[src/rtl/shift_add_multiplier.sv]
// rtl/shift_add_multiplier.sv - iterative unsigned A*B+C shift-add multiplier
// Optional macro EARLY_TERMINATION_EN: leave MULTIPLY as soon as the remaining multiplier bits are zero.
module shift_add_multiplier #(
  parameter int DATA_WIDTH = 16
) (
  input  logic                      clk_i,
  input  logic                      rst_i,
  input  logic                      clk_en_i,
  input  logic [DATA_WIDTH-1:0]     multiplicand_i,
  input  logic [DATA_WIDTH-1:0]     multiplier_i,
  input  logic [DATA_WIDTH-1:0]     addend_i,
  input  logic                      data_valid_i,
  output logic [2*DATA_WIDTH-1:0]   product_o,
  output logic                      data_valid_o,
  output logic                      idle_o
);

  localparam int W     = DATA_WIDTH;
  localparam int CNT_W = $clog2(DATA_WIDTH);

  typedef enum logic [1:0] {
    IDLE,
    MULTIPLY,
    DONE
  } state_t;

  state_t           state_q, state_d;
  logic [W-1:0]     a_q, a_d;
  logic [2*W-1:0]   acc_q, acc_d;
  logic [CNT_W-1:0] cnt_q, cnt_d;

  logic [W:0]       sum;
  logic [2*W-1:0]   stepped;
  logic [2*W-1:0]   multiplied;
  logic             last_iter;

`ifdef EARLY_TERMINATION_EN
  logic [CNT_W:0]   consumed;
  logic [W-1:0]     rem_mask;
  logic [CNT_W-1:0] rem_cnt;
`endif

  always_comb begin
    // The high half keeps the carry so the shift never loses the top bit.
    sum     = {1'b0, acc_q[2*W-1:W]} + (acc_q[0] ? {1'b0, a_q} : {(W+1){1'b0}});
    stepped = {sum, acc_q[W-1:1]};
`ifdef EARLY_TERMINATION_EN
    // After this step the unconsumed multiplier bits sit in the low W-1-cnt bits.
    consumed   = {1'b0, cnt_q} + {{CNT_W{1'b0}}, 1'b1};
    rem_mask   = {W{1'b1}} >> consumed;
    rem_cnt    = CNT_W'(W - 1) - cnt_q;
    last_iter  = ((stepped[W-1:0] & rem_mask) == '0);
    multiplied = last_iter ? (stepped >> rem_cnt) : stepped;
`else
    last_iter  = (cnt_q == CNT_W'(W - 1));
    multiplied = stepped;
`endif

    state_d = state_q;
    a_d     = a_q;
    acc_d   = acc_q;
    cnt_d   = cnt_q;

    case (state_q)
      IDLE: begin
        if (data_valid_i) begin
          a_d     = multiplicand_i;
          acc_d   = {addend_i, multiplier_i};
          cnt_d   = '0;
          state_d = MULTIPLY;
        end
      end
      MULTIPLY: begin
        acc_d = multiplied;
        cnt_d = cnt_q + CNT_W'(1);
        if (last_iter) begin
          state_d = DONE;
        end
      end
      DONE: begin
        state_d = IDLE;
      end
      default: begin
        state_d = IDLE;
      end
    endcase
  end

  always_ff @(posedge clk_i) begin
    if (rst_i) begin
      state_q <= IDLE;
      a_q     <= '0;
      acc_q   <= '0;
      cnt_q   <= '0;
    end else if (clk_en_i) begin
      state_q <= state_d;
      a_q     <= a_d;
      acc_q   <= acc_d;
      cnt_q   <= cnt_d;
    end
  end

  // The accumulator is untouched between DONE and the next start, so it doubles as the result.
  assign product_o    = acc_q;
  assign data_valid_o = (state_q == DONE);
  assign idle_o       = (state_q != MULTIPLY);

endmodule

[config.mk]
export PLATFORM = sky130hd
export DESIGN_NAME = shift_add_multiplier
export DESIGN_NICKNAME = d
export VERILOG_FILES = /design/src/rtl/shift_add_multiplier.sv
export SDC_FILE = /design/constraint.sdc
export NUM_CORES = 1
export LEC_CHECK = 0
export ABC_AREA = 1
export CORE_ASPECT_RATIO = 0.6
export CORE_MARGIN = 3
export CORE_UTILIZATION = 53
export DETAILED_ROUTE_END_ITERATION = 7
export PLACE_DENSITY_LB_ADDON = 0.25
export SLEW_MARGIN = 10
export SYNTH_ARGS = -nofsm -noshare
export SYNTH_HDL_FRONTEND = slang
export SYNTH_SLANG_ARGS = --single-unit
[constraint.sdc]
create_clock -name clk_i -period 4.1 [get_ports clk_i]
set_input_delay 0.615 -clock clk_i [delete_from_list [all_inputs] [get_ports clk_i]]
set_output_delay 0.615 -clock clk_i [all_outputs]
set_load 0.02 [all_outputs]
==> metrics <==
switching power=0.395 mW; synthesized area per cell=6.44 sq um; clock power share=0.302; syn nets=583; worst setup margin=~1.1 ns; PwrDens=307 mW/mm^2; Layout Area Growth over Synthesis=28.4%; final net count=654; Ports=86; core area=0.00581 sq mm; Critical Path Start=state_q[0]$_SDFFE_PP0P_; # clock sinks=54; reg2reg setup slack=1.76 ns; worst ir drop on vdd=0.201 mV; share of power burned in registers=0.462; Leak=2.03 nW; min Tclk post-route=3.04 ns; max cap viols=0; Post-Synthesis Cells=between 500 and 600; DP HPWL=6820 um; die width=108 um; total die area=0.00724 sq mm; hold path cells=2; vias in the first global route=roughly 3.1k; register bit total from synthesis=54; global-route wire length before repair=between 15000 and 20000 um; Iter 0 DRT Violations=~340; Final Hold Fails=0; Critical Path Fanout Max=24; Diodes inserted=0; Yosys cell types=36; internal power=approximately 0.91 mW; number of synthesis warnings=0; hold_ws=0.496 ns; final setup fails=0; Post-DRT Antenna Nets=0; part of the cycle the worst path needs=0.742; kind of critical path=flop to output pin; post-CTS setup buffer count=0; hold_sp=product_o[30]$_SDFFE_PP0P_; clk buf depth=2; CP arrival=~2.4 ns; DP Worst Slack=approximately 1.4 ns; pin count of the biggest net entering global routing=55; worst-skew pair later-pin latency=0.31 ns; r2r startpoint=product_o[0]$_SDFFE_PP0P_; Hold-fix buffers, CTS=0; cts repair resizes=0; TritonCTS clock tree=yes; Placed Cells incl. Taps=657; grt ovf=0; final core occ=0.730; fin cells=between 600 and 700; fraction of layout cells with a size suffix above 1=0.0308; WP data required=3.48 ns; GPL Wtd Cong=between 0.9 and 1; Reg2Reg Depth=12; FF-to-FF End=product_o[26]$_SDFFE_PP0P_; RSZ-0062 raised after global routing=false; DR DRC count=0; setup tns final=0 ns; Seq/Total Area, Yosys=0.327; post-synthesis cell area=0.00330 sq mm; Starting Density=0.569; wire per inst=between 10 and 15 um; Sw Share=0.303; Root Driver=clkbuf_8; antenna violations before repair=0; Routed WL=a little over 9000 um; row count=21; port bufs=85; outcome=finished clean; Rel. slew slack=0.279; Die Y=67.1 um; CTS clk-pin slew, worst paths=0.10 ns; htree depth=2; gr usage total=0.263; Combinational Power Share=0.236; CP Capture Type=output pin; Worst Setup Start Kind=flop; Hold EP=product_o[30]$_SDFFE_PP0P_; Vias/cell=5.29; Slew Viols, Final=0; TritonRoute pass-1 iters=5; cts bufs inserted=5; fill count=482; Worst Skew=0.00577 ns; worst-margin pin slew=roughly 1.1 ns; Fmax=329 MHz; worst hold path type=flop to flop; vias=3519
## critical path, stage by stage (launching register included)
cell and delay [ns]:
dfxtp_1 0.61, inv_2 0.18, nor2_4 0.04, inv_1 0.55, clkdlybuf4s50_1 0.74
## worst max-delay path by stage
stage,to,slack [ns],cells after the start
2_1_floorplan,product_o[31]$_SDFFE_PP0P_,1.87,15
3_3_place_gp,product_o[4]$_SDFFE_PP0P_,1.46,4
3_5_place_dp,product_o[1]$_SDFFE_PP0P_,1.38,4
4_1_cts,idle_o,1.07,4
5_1_grt,idle_o,0.93,4
6_report,idle_o,1.06,4
## cells in the final DEF, fill, tap and decap left out, types with 2 or more instances in the layout
cell	instances
a21oi_1	25
a31oi_1	17
clkbuf_8	6
clkdlybuf4s50_1	85
dfxtp_1	54
ha_1	17
inv_1	64
inv_2	3
nand2_1	151
nand3_1	19
nand3b_1	2
nand4_1	2
nor2_1	62
nor3_1	5
o21ai_0	39
o21ai_1	7
o22ai_1	5
xor2_1	4
## routing by layer
layer  up-vias  GRT usage  part of all wire
met5         -          0                 0
met4         0     0.0457            0.0059
met3         7     0.0649              0.11
met2       166      0.369              0.38
met1      1565      0.408              0.51
li1       1781          -                 -
## layout make-up
class | count | area (sq um) | area share
clock inverters | 2 | 38.8 | 0.00915
multi-input cells | 369 | 1820 | 0.430
repair buffers | 86 | 858 | 0.202
flip-flops and latches | 54 | 1080 | 0.255
inverters | 68 | 258 | 0.0608
well taps | 80 | 100 | 0.0236
clock buffers | 6 | 82.6 | 0.0195
## sequential cells by signal, summed over array words and instances, names as in the netlist
| name | count |
|---|---|
| product_o | 32 |
| cnt_q | 4 |
| a_q | 16 |
| state_q | 2 |
## Yosys cell counts
cell        n  area [sq um]
a211oi_1    1          7.51
a21oi_1    25           125
a31oi_1    17           106
and2_1      1          6.26
buf_1       1          3.75
buf_2       5          25.0
buf_4       4          30.0
buf_6       5          56.3
clkbuf_1    7          26.3
dfxtp_1    54          1080
fa_1        1          20.0
ha_1       17           213
inv_1      64           240
inv_2       3          11.3
inv_4       1          6.26
nand2_1   151           567
nand2_4     1          11.3
nand3_1    19          95.1
nand3b_1    2          15.0
nand4_1     2          12.5
nor2_1     62           233
nor2_4      1          11.3
nor3_1      5          25.0
nor3_4      1          16.3
o211ai_1    1          7.51
o21a_2      1          8.76
o21ai_0    39           195
o21ai_1     7          35.0
o221ai_1    1          8.76
o22ai_1     5          31.3
o31a_1      1          8.76
or2_0       1          6.26
or2_1       1          6.26
or2_2       1          6.26
xnor2_1     1          8.76
xor2_1      4          35.0
## power by group through the flow
| stage | Sequential, mW | Combinational, mW | Clock (mW) |
|---|---|---|---|
| 6_report | 0.601 | 0.307 | 0.394 |
| 2_1_floorplan | 0.629 | 0.154 | 0 |
| 3_3_place_gp | 0.610 | 0.298 | 0 |
| 5_1_grt | 0.607 | 0.337 | 0.409 |
| 3_5_place_dp | 0.611 | 0.303 | 0 |
| 4_1_cts | 0.600 | 0.305 | 0.394 |
## logic make-up after synthesis
| logic type | after synthesis | synth area share |
|---|---|---|
| AND/OR/NAND/NOR | 248 | 0.306 |
| AO/OA/AOI/OAI | 98 | 0.162 |
| buffers and inverters | 90 | 0.121 |
| flip-flops | 54 | 0.327 |
| adder cells (fa/ha/maj) | 18 | 0.0705 |
| XOR/XNOR | 5 | 0.0133 |
## through the flow
stage | area (sq um) | power [mW]
final | 4240 | 1.30
after global routing | 4240 | 1.35
after CTS | 4240 | 1.30
after detailed placement | 4120 | 0.915
after global placement | 4120 | 0.908
after floorplan | 3300 | 0.783
Note: power is estimated with default switching activity, not from simulation.
==> RTL change 1 (same flow settings) <==
Set the parameter `DATA_WIDTH` to 8 (it was 16).
--- a/src/rtl/shift_add_multiplier.sv
+++ b/src/rtl/shift_add_multiplier.sv
@@ -2,5 +2,5 @@
 // Optional macro EARLY_TERMINATION_EN: leave MULTIPLY as soon as the remaining multiplier bits are zero.
 module shift_add_multiplier #(
-  parameter int DATA_WIDTH = 16
+  parameter int DATA_WIDTH = 8
 ) (
   input  logic                      clk_i,
Interface: changed (resized addend_i, multiplicand_i, multiplier_i and product_o); port bits go from 86 to 46. No check against the original RTL was run, so the function may have changed too.
==> RTL change 1 against the original RTL <==
Register-to-register slack better by 270 ps; area after synthesis is 51% lower; critical path type unchanged; highest routed layer unchanged; final area is 48% lower; total power is 37% lower; setup slack better by 720 ps; via count is 52% lower; sequential cell count is 25 lower; wire length is 51% lower; fmax is 31% higher; largest power group unchanged.
==> RTL change 1: results (changes against the original RTL) <==
* Number of global-route vias before repair at 1,565 (was 3,124)
* Rel. slew slack at 0.613 (was 0.279)
* Clock-cell share at 0.0529 (was 0.0286)
* Max FFs per register at 16 (was 32)
* Worst reg2reg setup slack at 2030 ps (was 1760 ps)
* Compound-gate portion of the synthesized area at 0.189 (was 0.162)
* Clock buffer cells at 7 (was 6)
* Status: completed (unchanged)
* Multi-input comb cells at 170 (was 369)
* RePlAce Congestion at 0.916 (was 0.953)
* Post-synthesis cell count at 234 (was 513)
* Clk pin slew, worst setup/hold paths at 60 ps (was 100 ps)
* Number of cells on the worst reg-to-reg path at 14 (was 12)
* R2R Path End: product_o[15] (was product_o[26])
* Non-clk bufs at 45 (was 86)
* Drt total wl at 4500 um (was 9140 um)
* NumNets Final at 316 (was 654)
* Signal inverters at 26 (was 68)
* Hold slack at 476 ps (was 496 ps)
* WL/cell at 14.1 um (was 13.8 um)
* Area occupied by multi-input gates at 903 um2 (was 1820 um2)
* Post-Synth Adder-Cell Area at 0.0890 (was 0.0705)
* Total Routing Usage GR at 0.248 (was 0.263)
* Placed insts at 310 (was 657)
* Area of placed instances at 2080 um2 (was 4120 um2)
* 1st-pass router iterations at 4 (was 5)
==> RTL change 1: cell count changes in the layout (fill, tap and decap cells not counted), sizes merged, moves of 24 or more <==
| cell | unedited run | this run |
|---|---|---|
| inv | 69 | 26 |
| o21ai | 46 | 22 |
| nand2 | 152 | 60 |
| dfxtp | 54 | 29 |
| clkdlybuf4s50 | 85 | 45 |
| nor2 | 63 | 32 |
==> RTL change 1: kinds of logic after synthesis <==
| logic type | after synthesis |
|---|---|
| and+or+nand+nor | 108 |
| AOI/OAI and AO/OA | 51 |
| adders and majority gates | 11 |
| DFF | 29 |
| buffers and inverters | 35 |
==> RTL change 1: power breakdown <==
part | switching, mW | internal [mW]
registers | 0.0197 | 0.305
logic | 0.102 | 0.0843
clock network | 0.109 | 0.198
==> RTL change 1: routing by layer <==
layer  vias to the layer above  wire length, um  track usage
met2                        78             2080        0.411
li1                        849                -            -
met3                         9              314       0.0517
met1                       763             2030        0.332
met4                         0               65       0.0533
met5                         -                0            0
==> RTL change 2 (same settings) <==
Made on the original files. Register the outputs `data_valid_o` and `idle_o`, without a reset; this adds one clock of latency there. The other outputs are not delayed to match.
--- a/src/rtl/shift_add_multiplier.sv
+++ b/src/rtl/shift_add_multiplier.sv
@@ -103,6 +103,8 @@
   // The accumulator is untouched between DONE and the next start, so it doubles as the result.
   assign product_o    = acc_q;
-  assign data_valid_o = (state_q == DONE);
-  assign idle_o       = (state_q != MULTIPLY);
+  always_ff @(posedge clk_i) begin
+    data_valid_o <= (state_q == DONE);
+    idle_o       <= (state_q != MULTIPLY);
+  end
 
 endmodule
Formal check against the unedited RTL: not equivalent (Yosys sat finds a counterexample within 4 cycles, from zero or initial values and one cycle with rst_i high).
==> RTL change 2 against the original RTL <==
Setup slack improved by 160 ps; largest power group unchanged; core utilization shrank 0.37 points; via count grew 2.2%; clock power down 20%; total power fell by 4.2%; final area barely moved; sequential cell count rose by 2; wire length rose by 4.8%; area after synthesis increased by 1.2%.
==> RTL change 2: results (changes against the original RTL) <==
* Status: completed (unchanged)
* Total Routing Usage GR at 0.268 (was 0.263)
* Syn-to-layout area delta at 26.8% (was 28.4%)
* Via-per-instance ratio at 5.40 (was 5.29)
* Met2 usage at 0.388 (was 0.369)
* GR Layer Usage met3 at 0.0602 (was 0.0649)
* CTS Buf Count at 5 (unchanged)
* Post-Synth Adder-Cell Area at 0.0696 (was 0.0705)
* DIE WIDTH at 109 um (was 108 um)
* CP Data Arrival Time at 3090 ps (was 2430 ps)
* Met3 WL at 1060 um (was 962 um)
* Number of global-route vias before repair at 3,117 (was 3,124)
* Met1 Track Usage GR at 0.400 (was 0.408)
* Clock Skew at 6.25 ps (was 5.77 ps)
* Peak supply drop at 216 uV (was 201 uV)
* Crit-path max FO at 29 (was 24)
* Area of placed instances at 4150 um2 (was 4120 um2)
* M1 wire length at 4480 um (was 4640 um)
* Post-Synth XOR/XNOR Area at 0.0131 (was 0.0133)
* 1st-pass router iterations at 5 (unchanged)
* Multi-input comb cells at 369 (unchanged)
* Met2 WL post-DR at 3920 um (was 3490 um)
* Non-clk bufs at 85 (was 86)
* Placed insts at 658 (was 657)
* First-pass GRT wire length at 15,200 um (was 15,100 um)
* NonClk Buf Share at 0.201 (was 0.202)
* DP Worst Slack at 1380 ps (about the same)
* Leakage at 2.03 nW (about the same)
* Commonest register cell after synthesis: dfxtp_1 (unchanged)
* Detailed router's first-iteration violation count at 319 (was 336)
* RePlAce Congestion at 0.983 (was 0.953)
* Dpl hpwl at 7160 um (was 6820 um)
* # port buffers at 85 (unchanged)
* Compound-gate portion of the synthesized area at 0.160 (was 0.162)
* # H-tree levels at 2 (unchanged)
* Fill cells at 497 (was 482)
* Post-synth cell types at 36 (unchanged)
* Register bit count reported by yosys at 56 (was 54)
* Clock-cell share at 0.0204 (was 0.0286)
* Syn Nets at 585 (was 583)
* Worst-skew pair later-pin latency at 320 ps
* Synth top cells by count: nand2_1 (151), inv_1 (64), nor2_1 (62), dfxtp_1 (56), o21ai_0 (39) (was nand2_1 (151), inv_1 (64), nor2_1 (62), dfxtp_1 (54), o21ai_0 (39))
* WL/cell at 14.4 um (was 13.8 um)
* Top cells by area, synth: dfxtp_1 (34%), nand2_1 (17%), inv_1 (7.2%) (was dfxtp_1 (33%), nand2_1 (17%), inv_1 (7.3%))
* Measured slew at the worst slew-check pin at 1070 ps (was 1080 ps)
* Seq/Total Area, Yosys at 0.335 (was 0.327)
* Drt total wl at 9580 um (was 9140 um)
* Number of cells on the worst reg-to-reg path at 7 (was 12)
* Ratio of cells with drive above 1 in the final layout at 0.0273 (was 0.0308)
[RTL change 2: changes by cell type in the layout (fill, tap and decap cells not counted), sizes merged]
cell / change
dfxtp: +2
buf: -1
bufinv: -1
clkinv: +1
[RTL change 2: report_power, final]
| part | switching, mW | internal (mW) |
|---|---|---|
| clock network | 0.194 | 0.123 |
| registers | 0.0392 | 0.583 |
| logic | 0.167 | 0.142 |
[RTL change 2: critical path, stage by stage (launching register included)]
cell and delay, ps:
dfxtp_1 940, inv_2 90, nor2_4 570, inv_1 560
a21oi_1 280, o21ai_0 110, o21ai_0 100, a21oi_1 100
[RTL change 2: final timing paths]
| kind | slack [ps] | endpoint | startpoint |
|---|---|---|---|
| setup reg to reg | 1220 | product_o[22] | state_q[0] |
| setup / recovery | 1220 | product_o[22] | state_q[0] |
| hold reg to reg | 500 | product_o[28] | product_o[28] |
| hold / removal | 500 | product_o[28] | product_o[28] |
